--- config.mk ---
export PLATFORM = sky130hd
export DESIGN_NAME = pipelined_adder
export DESIGN_NICKNAME = d
export VERILOG_FILES = /design/src/rtl/adder_pkg.sv /design/src/rtl/adder_chunk.sv /design/src/rtl/pipelined_adder.sv
export SDC_FILE = /design/constraint.sdc
export NUM_CORES = 1
export LEC_CHECK = 0
export CORE_MARGIN = 2
export CORE_UTILIZATION = 35
export CTS_BUF_LIST = sky130_fd_sc_hd__clkbuf_8
export DETAILED_ROUTE_END_ITERATION = 12
export RECOVER_POWER = 100
export SLEW_MARGIN = 20
export SYNTH_ARGS = -nofsm -noshare
export SYNTH_HDL_FRONTEND = slang
export SYNTH_SLANG_ARGS = --single-unit
--- constraint.sdc ---
create_clock -name clk -period 6.8 [get_ports clk]
set_input_delay 1.36 -clock clk [delete_from_list [all_inputs] [get_ports clk]]
set_output_delay 1.36 -clock clk [all_outputs]
set_load 0.01 [all_outputs]
--- src/rtl/adder_pkg.sv ---
// ============================================================================
// adder_pkg : default sizing and slice-width helper for pipelined_adder
// Revision  : 1.0
// ============================================================================
`default_nettype none

package adder_pkg;

  localparam int DEFAULT_WIDTH  = 32;
  localparam int DEFAULT_STAGES = 4;

  // Returns 0 for an illegal split so the instantiating block can reject it.
  function automatic int chunk_width(input int width, input int stages);
    if (stages < 1 || (width % stages) != 0) return 0;
    return width / stages;
  endfunction

endpackage

`default_nettype wire

--- src/rtl/adder_chunk.sv ---
// ============================================================================
// adder_chunk : combinational W-bit ripple slice, also exposing carry into MSB
// Revision    : 1.0
// ============================================================================
`default_nettype none

module adder_chunk #(
  parameter int W = 8
) (
  input  logic [W-1:0] a,
  input  logic [W-1:0] b,
  input  logic         ci,
  output logic [W-1:0] s,
  output logic         co,
  output logic         msb_ci
);

  logic [W:0] c;

  always_comb begin
    c    = '0;
    s    = '0;
    c[0] = ci;
    for (int i = 0; i < W; i++) begin
      s[i]   = a[i] ^ b[i] ^ c[i];
      c[i+1] = (a[i] & b[i]) | (c[i] & (a[i] ^ b[i]));
    end
  end

  assign co     = c[W];
  assign msb_ci = c[W-1];

endmodule

`default_nettype wire

--- src/rtl/pipelined_adder.sv ---
// ============================================================================
// pipelined_adder : STAGES-deep carry-pipelined adder with valid/ready flow
//                   control; define ADDER_OVF_EN to add the signed ovf output.
// Revision        : 1.0
// ============================================================================
`default_nettype none

module pipelined_adder
  import adder_pkg::*;
#(
  parameter int WIDTH  = DEFAULT_WIDTH,
  parameter int STAGES = DEFAULT_STAGES
) (
  input  logic             clk,
  input  logic             rst,
  input  logic             in_valid,
  output logic             in_ready,
  input  logic [WIDTH-1:0] a,
  input  logic [WIDTH-1:0] b,
  input  logic             cin,
  output logic             out_valid,
  input  logic             out_ready,
  output logic [WIDTH-1:0] sum,
  output logic             cout
`ifdef ADDER_OVF_EN
  ,
  output logic             ovf
`endif
);

  localparam int CHUNK = chunk_width(WIDTH, STAGES);

  if (CHUNK < 1 || CHUNK * STAGES != WIDTH) begin : g_bad_cfg
    $error("pipelined_adder: WIDTH must be a non-zero multiple of STAGES");
  end

  // acc_q[k]: sum chunks 0..k completed, upper chunks still hold operand A.
  logic [WIDTH-1:0] acc_q   [STAGES];
  logic [WIDTH-1:0] bop_q   [STAGES];
  logic             carry_q [STAGES];
  logic             valid_q [STAGES];
  logic             stall;

`ifdef ADDER_OVF_EN
  logic             msbc_w  [STAGES];
  logic             msbc_q;
`endif

  assign stall     = valid_q[STAGES-1] && !out_ready;
  assign in_ready  = !stall;
  assign out_valid = valid_q[STAGES-1];
  assign sum       = acc_q[STAGES-1];
  assign cout      = carry_q[STAGES-1];

  for (genvar k = 0; k < STAGES; k++) begin : g_stage
    logic [WIDTH-1:0] src_acc;
    logic [WIDTH-1:0] src_b;
    logic [WIDTH-1:0] nxt_acc;
    logic             src_c;
    logic             src_v;
    logic [CHUNK-1:0] s_w;
    logic             co_w;

    if (k == 0) begin : g_first
      assign src_acc = a;
      assign src_b   = b;
      assign src_c   = cin;
      assign src_v   = in_valid;
    end else begin : g_next
      assign src_acc = acc_q[k-1];
      assign src_b   = bop_q[k-1];
      assign src_c   = carry_q[k-1];
      assign src_v   = valid_q[k-1];
    end

    adder_chunk #(.W(CHUNK)) u_chunk (
      .a      (src_acc[k*CHUNK +: CHUNK]),
      .b      (src_b[k*CHUNK +: CHUNK]),
      .ci     (src_c),
      .s      (s_w),
      .co     (co_w),
`ifdef ADDER_OVF_EN
      .msb_ci (msbc_w[k])
`else
      .msb_ci ()
`endif
    );

    always_comb begin
      nxt_acc                    = src_acc;
      nxt_acc[k*CHUNK +: CHUNK]  = s_w;
    end

    always_ff @(posedge clk or posedge rst) begin
      if (rst) begin
        valid_q[k] <= 1'b0;
        carry_q[k] <= 1'b0;
        acc_q[k]   <= '0;
        bop_q[k]   <= '0;
      end else if (!stall) begin
        valid_q[k] <= src_v;
        carry_q[k] <= co_w;
        acc_q[k]   <= nxt_acc;
        bop_q[k]   <= src_b;
      end
    end
  end

`ifdef ADDER_OVF_EN
  // Only the last slice holds the MSB, so only its carry-in is kept.
  always_ff @(posedge clk or posedge rst) begin
    if (rst) begin
      msbc_q <= 1'b0;
    end else if (!stall) begin
      msbc_q <= msbc_w[STAGES-1];
    end
  end

  assign ovf = msbc_q ^ carry_q[STAGES-1];
`endif

endmodule

`default_nettype wire

---- Word level (Yosys, flattened, before mapping) ----
Index checks and enable logic that the tools add are counted.
storage, ports and cells
  register bits after elaboration ......... 232
  latch bits .............................. 0
  memory bits (writable) .................. 0
  memory bits (read-only) ................. 0
  memories ................................ 0
cells by class
  $add $sub $neg .......................... 0
  multiply operators ...................... 0
  div/mod/pow operators ................... 0
  magnitude comparators ................... 0
  equality and inequality tests ........... 0
  shift-type cells ........................ 0
  mux-type cells .......................... 0
  bitwise gates (word level) .............. 160
  reduce and logical (&&, ||, !) cells .... 3
operator list
  cell               number
  $and 1x1->1        64
  $xor 1x1->1        64
  $or 1x1->1         32
  $logic_not 1->1    2
  $logic_and 1x1->1  1

---- Longest topological paths before layout ----
  depth in word-level cells ............... 17
  gate-level depth with buffers ........... 12
  depth with buffers taken out ............ 12

---- Modules after synthesis ----
From an unflattened synthesis, not the netlist that was laid out.
unflattened totals
  cells, all modules ...................... 463
  area total of the unflattened synthesis .. 7871.3 um^2
modules (own cells, without submodules)
  module           times used  cells each  area each (um^2)  sequential area each (um^2)
  pipelined_adder  1           391         7080.5            4604.4
  adder_chunk      4           18          197.7             0.0

---- Worst setup path before layout ----
OpenSTA, ideal clock, no wires.
  path type ............................... input-to-reg
  start point ............................. in a[0]
  end point ............................... reg acc_q (netlist bit g_stage[1].src_acc[7])
  setup time .............................. 0.077 ns
  arrival time ............................ 4.448 ns
  setup slack ............................. 2.274 ns
  stages .................................. 12
  path buffers ............................ 0
  cells stage by stage .................... fa_1 > inv_1 > fa_1 > inv_1 > fa_1 > fa_1 > fa_1 > fa_1 > fa_1 > inv_1 > fa_1 > a21oi_1
between the ends
  word-level cells in the longest chain between the ends .. 16
  elaborated cells between the ends (all ways) .. 17
ends and longest elaborated chain
  element                          line                    source
  from (decl)                      pipelined_adder.sv:18   input logic [WIDTH-1:0] a,
  $xor 1x1->1                      adder_chunk.sv:26       c[i+1] = (a[i] & b[i]) | (c[i] & (a[i] ^ b[i]));
  $and 1x1->1                      adder_chunk.sv:26
  $or 1x1->1 *                     adder_chunk.sv:26
  $and 1x1->1 *                    adder_chunk.sv:26
  $or 1x1->1 *                     adder_chunk.sv:26
  $and 1x1->1 *                    adder_chunk.sv:26
  $or 1x1->1 *                     adder_chunk.sv:26
  $and 1x1->1 *                    adder_chunk.sv:26
  $or 1x1->1 *                     adder_chunk.sv:26
  $and 1x1->1 *                    adder_chunk.sv:26
  $or 1x1->1 *                     adder_chunk.sv:26
  $and 1x1->1 *                    adder_chunk.sv:26
  $or 1x1->1 *                     adder_chunk.sv:26
  $and 1x1->1 *                    adder_chunk.sv:26
  $or 1x1->1 *                     adder_chunk.sv:26
  $xor 1x1->1 *                    adder_chunk.sv:25       s[i] = a[i] ^ b[i] ^ c[i];
  to (signal, indexed assignment)  pipelined_adder.sv:103  acc_q[k] <= nxt_acc;
  to (decl)                        pipelined_adder.sv:38   logic [WIDTH-1:0] acc_q [STAGES];
Mark *: on every way between the ends. The rest lies on a longest branch, timed or not.
A chain may end at the register's enable or synchronous reset.

---- Worst setup path after layout ----
  start point ............................. in out_ready
  end point ............................... reg valid_q (netlist bit g_stage[1].src_v)
between the ends
  word-level cells in the longest chain between the ends .. 2
ends and longest elaborated chain
  element                          line                    source
  from (decl)                      pipelined_adder.sv:22   input logic out_ready,
  $logic_not 1->1                  pipelined_adder.sv:49   assign stall = valid_q[STAGES-1] && !out_ready;
  $logic_and 1x1->1                pipelined_adder.sv:49
  to (signal, indexed assignment)  pipelined_adder.sv:101  valid_q[k] <= src_v;
  to (decl)                        pipelined_adder.sv:41   logic valid_q [STAGES];
Every way passes these cells.

==> impl_metrics.yaml <==
floorplanning:
  die_h_um: 152.8
  rows: 54
  dieArea_um2: 23360
  initial_core_util: 0.3563
  io_pins: 104
  die_w_um: 152.8
  core_um2: 21760
cells_and_area:
  area_delta_synth_final_pct: 19.96
  drive_gt1_frac: 0.3058
  final_common_cell: "dfrtp_1"
  final_area_um2: 9300
  fillers: 2003
  n_antenna_cell: 0
  nets: 670
  mostFrequentLayoutCells: "dfrtp_1 (184), mux2_2 (141), clkdlybuf4s50_1 (66), dlygate4sd3_1 (37), fa_1 (32)"
cts:
  cts_made_buffers: 17
  cts-resized-gates: 0
  cts_tree: "built"
  htree_levels: 4
  insertion_delay_ns: 0.45
  clkSlewWorstSetupHoldPaths_ns: 0.09
  cts_sinks: 184
  post-cts-setup-buffer-count: 0
  clk_path_buf_depth: 2
  cts_hold_buffers: 0
  cts-root-buf: "clkbuf_8"
pwr:
  p_per_area_nw_per_um2: 430.8
  p_leak_nw: 3.870
  vdd_drop_max_v: 0.0001431
global_route:
  grt_most_used_layer: "met2"
  first_global_vias: 4334
  track_usage: 0.1242
  antenna_found_initial: 0
  grtUsageMet3: 0.02864
  use_met2: 0.1999
  grt.overflow.total: 0
  grt_pass1_wl_um: 22920
  grt_max_degree: 125
  met1_usage: 0.1641
synthesis:
  yosys_warnings: 0
  yosys_register_bits: 184
  synth_top_area_share: 0.5939
  avgSynthCellArea_um2: 16.67
  synth_area_leaders: "dfrtp_1 (59%), mux2_2 (20%), fa_1 (8.3%), mux2_4 (5.8%), inv_1 (1.4%)"
  yosysTopAreaCell: "dfrtp_1"
  synth_cell_types: 15
  synth.yosys.seq_area_share: 0.5939
  syn-cell-area_um2: 7752
  syn_nets: 566
  synthCells: 465
route:
  remaining_drc_errors: 0
  totalWireLength_um: 13130
  drt_pre_antenna_iters: 4
  via_per_inst: 4.497
  wire_per_inst_um: 15.23
  ant_nets: 0
  drt_iter0_drc: 142
  num_vias: 3876
sta:
  fmaxAchievable_mhz: 194.9
  fin_skew_ns: 0.01339
  rsz0062_at_grt: "no"
  holdWs_ns: 0.4757
  setup-violations-final: 0
  fin_crit_ns: 5.131
  maxSlewViolCount: 317
  worst_pin_slew_ns: 3.333
  slew_headroom: -1.222
  finalHoldViolations: 0
  post-route-period-util: 0.7546
  fin_tns_setup_ns: 0
setup_path:
  crit_fanout: 57
  path_class: "primary input to flip-flop"
  reg2reg_to: "g_stage[1].src_v"
  crit_buf_inv: 3
  critical_path.top_delay_family: "buffers and inverters"
  worstPathCellList: "dlygate4sd3_1 -> nor2b_1 -> clkinv_1 -> clkbuf_1 -> mux2_2"
  slowest_delay_ns: 2.34
  rrSetupSlack_ns: 2.85
  path_depth: 5
  worst-endpoint-arrival_ns: 5.46
  cp_slowest_cell: "clkbuf_1"
  start_kind: "primary input"
  end_kind: "flip-flop"
  r2r_cells: 4
  reg2reg_from: "out_valid"
  worstPathRequired_ns: 7.13
min_path:
  hold_end: "out_valid"
  worstHoldPathType: "flip-flop to flip-flop"
  worstHoldStart: "g_stage[3].src_v"
  whs_path_depth: 1
placement:
  dpl_cell_area_um2: 8985
  hpwl_um: 8656
  gp_congestion: 0.7331
  portBuffers: 103
flow_run:
  max_cap_viol_count: 4
status:
  outcome: "complete, but fails checks"
  violations: "max-capacitance violations, max-slew violations"
where the power goes:
group,internal (mW),switching (mW),total (mW)
sequential,1.57,0.265,1.84
combinational,0.823,0.530,1.35
clock,0.414,0.401,0.815
synth_stat cells:
library cell and instances:
buf_8 3, fa_1 32, nor2b_2 1, buf_6 5, a21oi_1 12, dfrtp_1 184, nand2b_1 1, clkbuf_1 2
inv_1 29, nor3b_1 12, inv_2 1, mux2_2 141, buf_4 9, mux2_4 30, buf_2 3
cell families (layout without fill, tap and decap cells):
logic type      after synthesis  count (layout)  share of synthesized area
flops                       184             184                     0.5939
mux                         171             171                     0.2629
buf+inv                      52             169                    0.03922
fa+ha+maj                    32              32                    0.08263
simple gates                 14              14                    0.01356
compound gates               12              12                   0.007747
worst register-to-register path, stage by stage, from the launching register on:
cell      delay [ns]
dfrtp_1         0.61
nor2b_1         0.27
clkinv_1        0.09
clkbuf_1        2.34
mux2_2          0.52
routing by layer:
layer,share of wire,vias up,wire (µm)
met5,0,-,0
met4,0.018,0,232
met3,0.033,17,427
met2,0.50,65,6531
met1,0.45,1994,5938
li1,-,1800,-
worst max-delay path by stage:
| stage | endpoint | slack (ns) | start |
|---|---|---|---|
| floorplan | cout | 0.44 | rst |
| global placement | g_stage[1].src_acc[7] | 1.70 | a[0] |
| detailed placement | g_stage[1].src_acc[7] | 1.60 | a[0] |
| CTS | g_stage[1].src_acc[7] | 2.09 | a[0] |
| global route | sum[7] | 1.34 | rst |
| finish | g_stage[1].src_v | 1.67 | out_ready |
cell type report:
class	count	area, µm²	area share
Clock buffer	18	247.7	0.02664
Clock inverter	14	192.7	0.02072
Timing Repair Buffer	107	1052	0.1131
Inverter	30	116.4	0.01251
Multi-Input combinational cell	229	2736	0.2942
Sequential cell	184	4604	0.4951
Tap cell	280	350.3	0.03767
metrics by stage:
| step | utilization | worst slack (ns) | instances | total power, mW |
|---|---|---|---|---|
| CTS | 0.4332 | 2.092 | 862 | 4.195 |
| finish | 0.4275 | 1.669 | 862 | 4.006 |
| global placement | 0.4130 | 1.698 | 830 | 3.281 |
| detailed placement | 0.4130 | 1.599 | 830 | 3.367 |
| floorplan | - | 0.4396 | 465 | 2.854 |
| global route | 0.4275 | 1.337 | 862 | 4.337 |
flip-flops by register name, summed over array words and instances (netlist names):
signal           flops
g_stage.src_b       48
g_stage.src_v        3
out_valid            1
cout                 1
g_stage.src_c        3
g_stage.src_acc     96
sum                 32
Power figures use the tool's default switching activity.
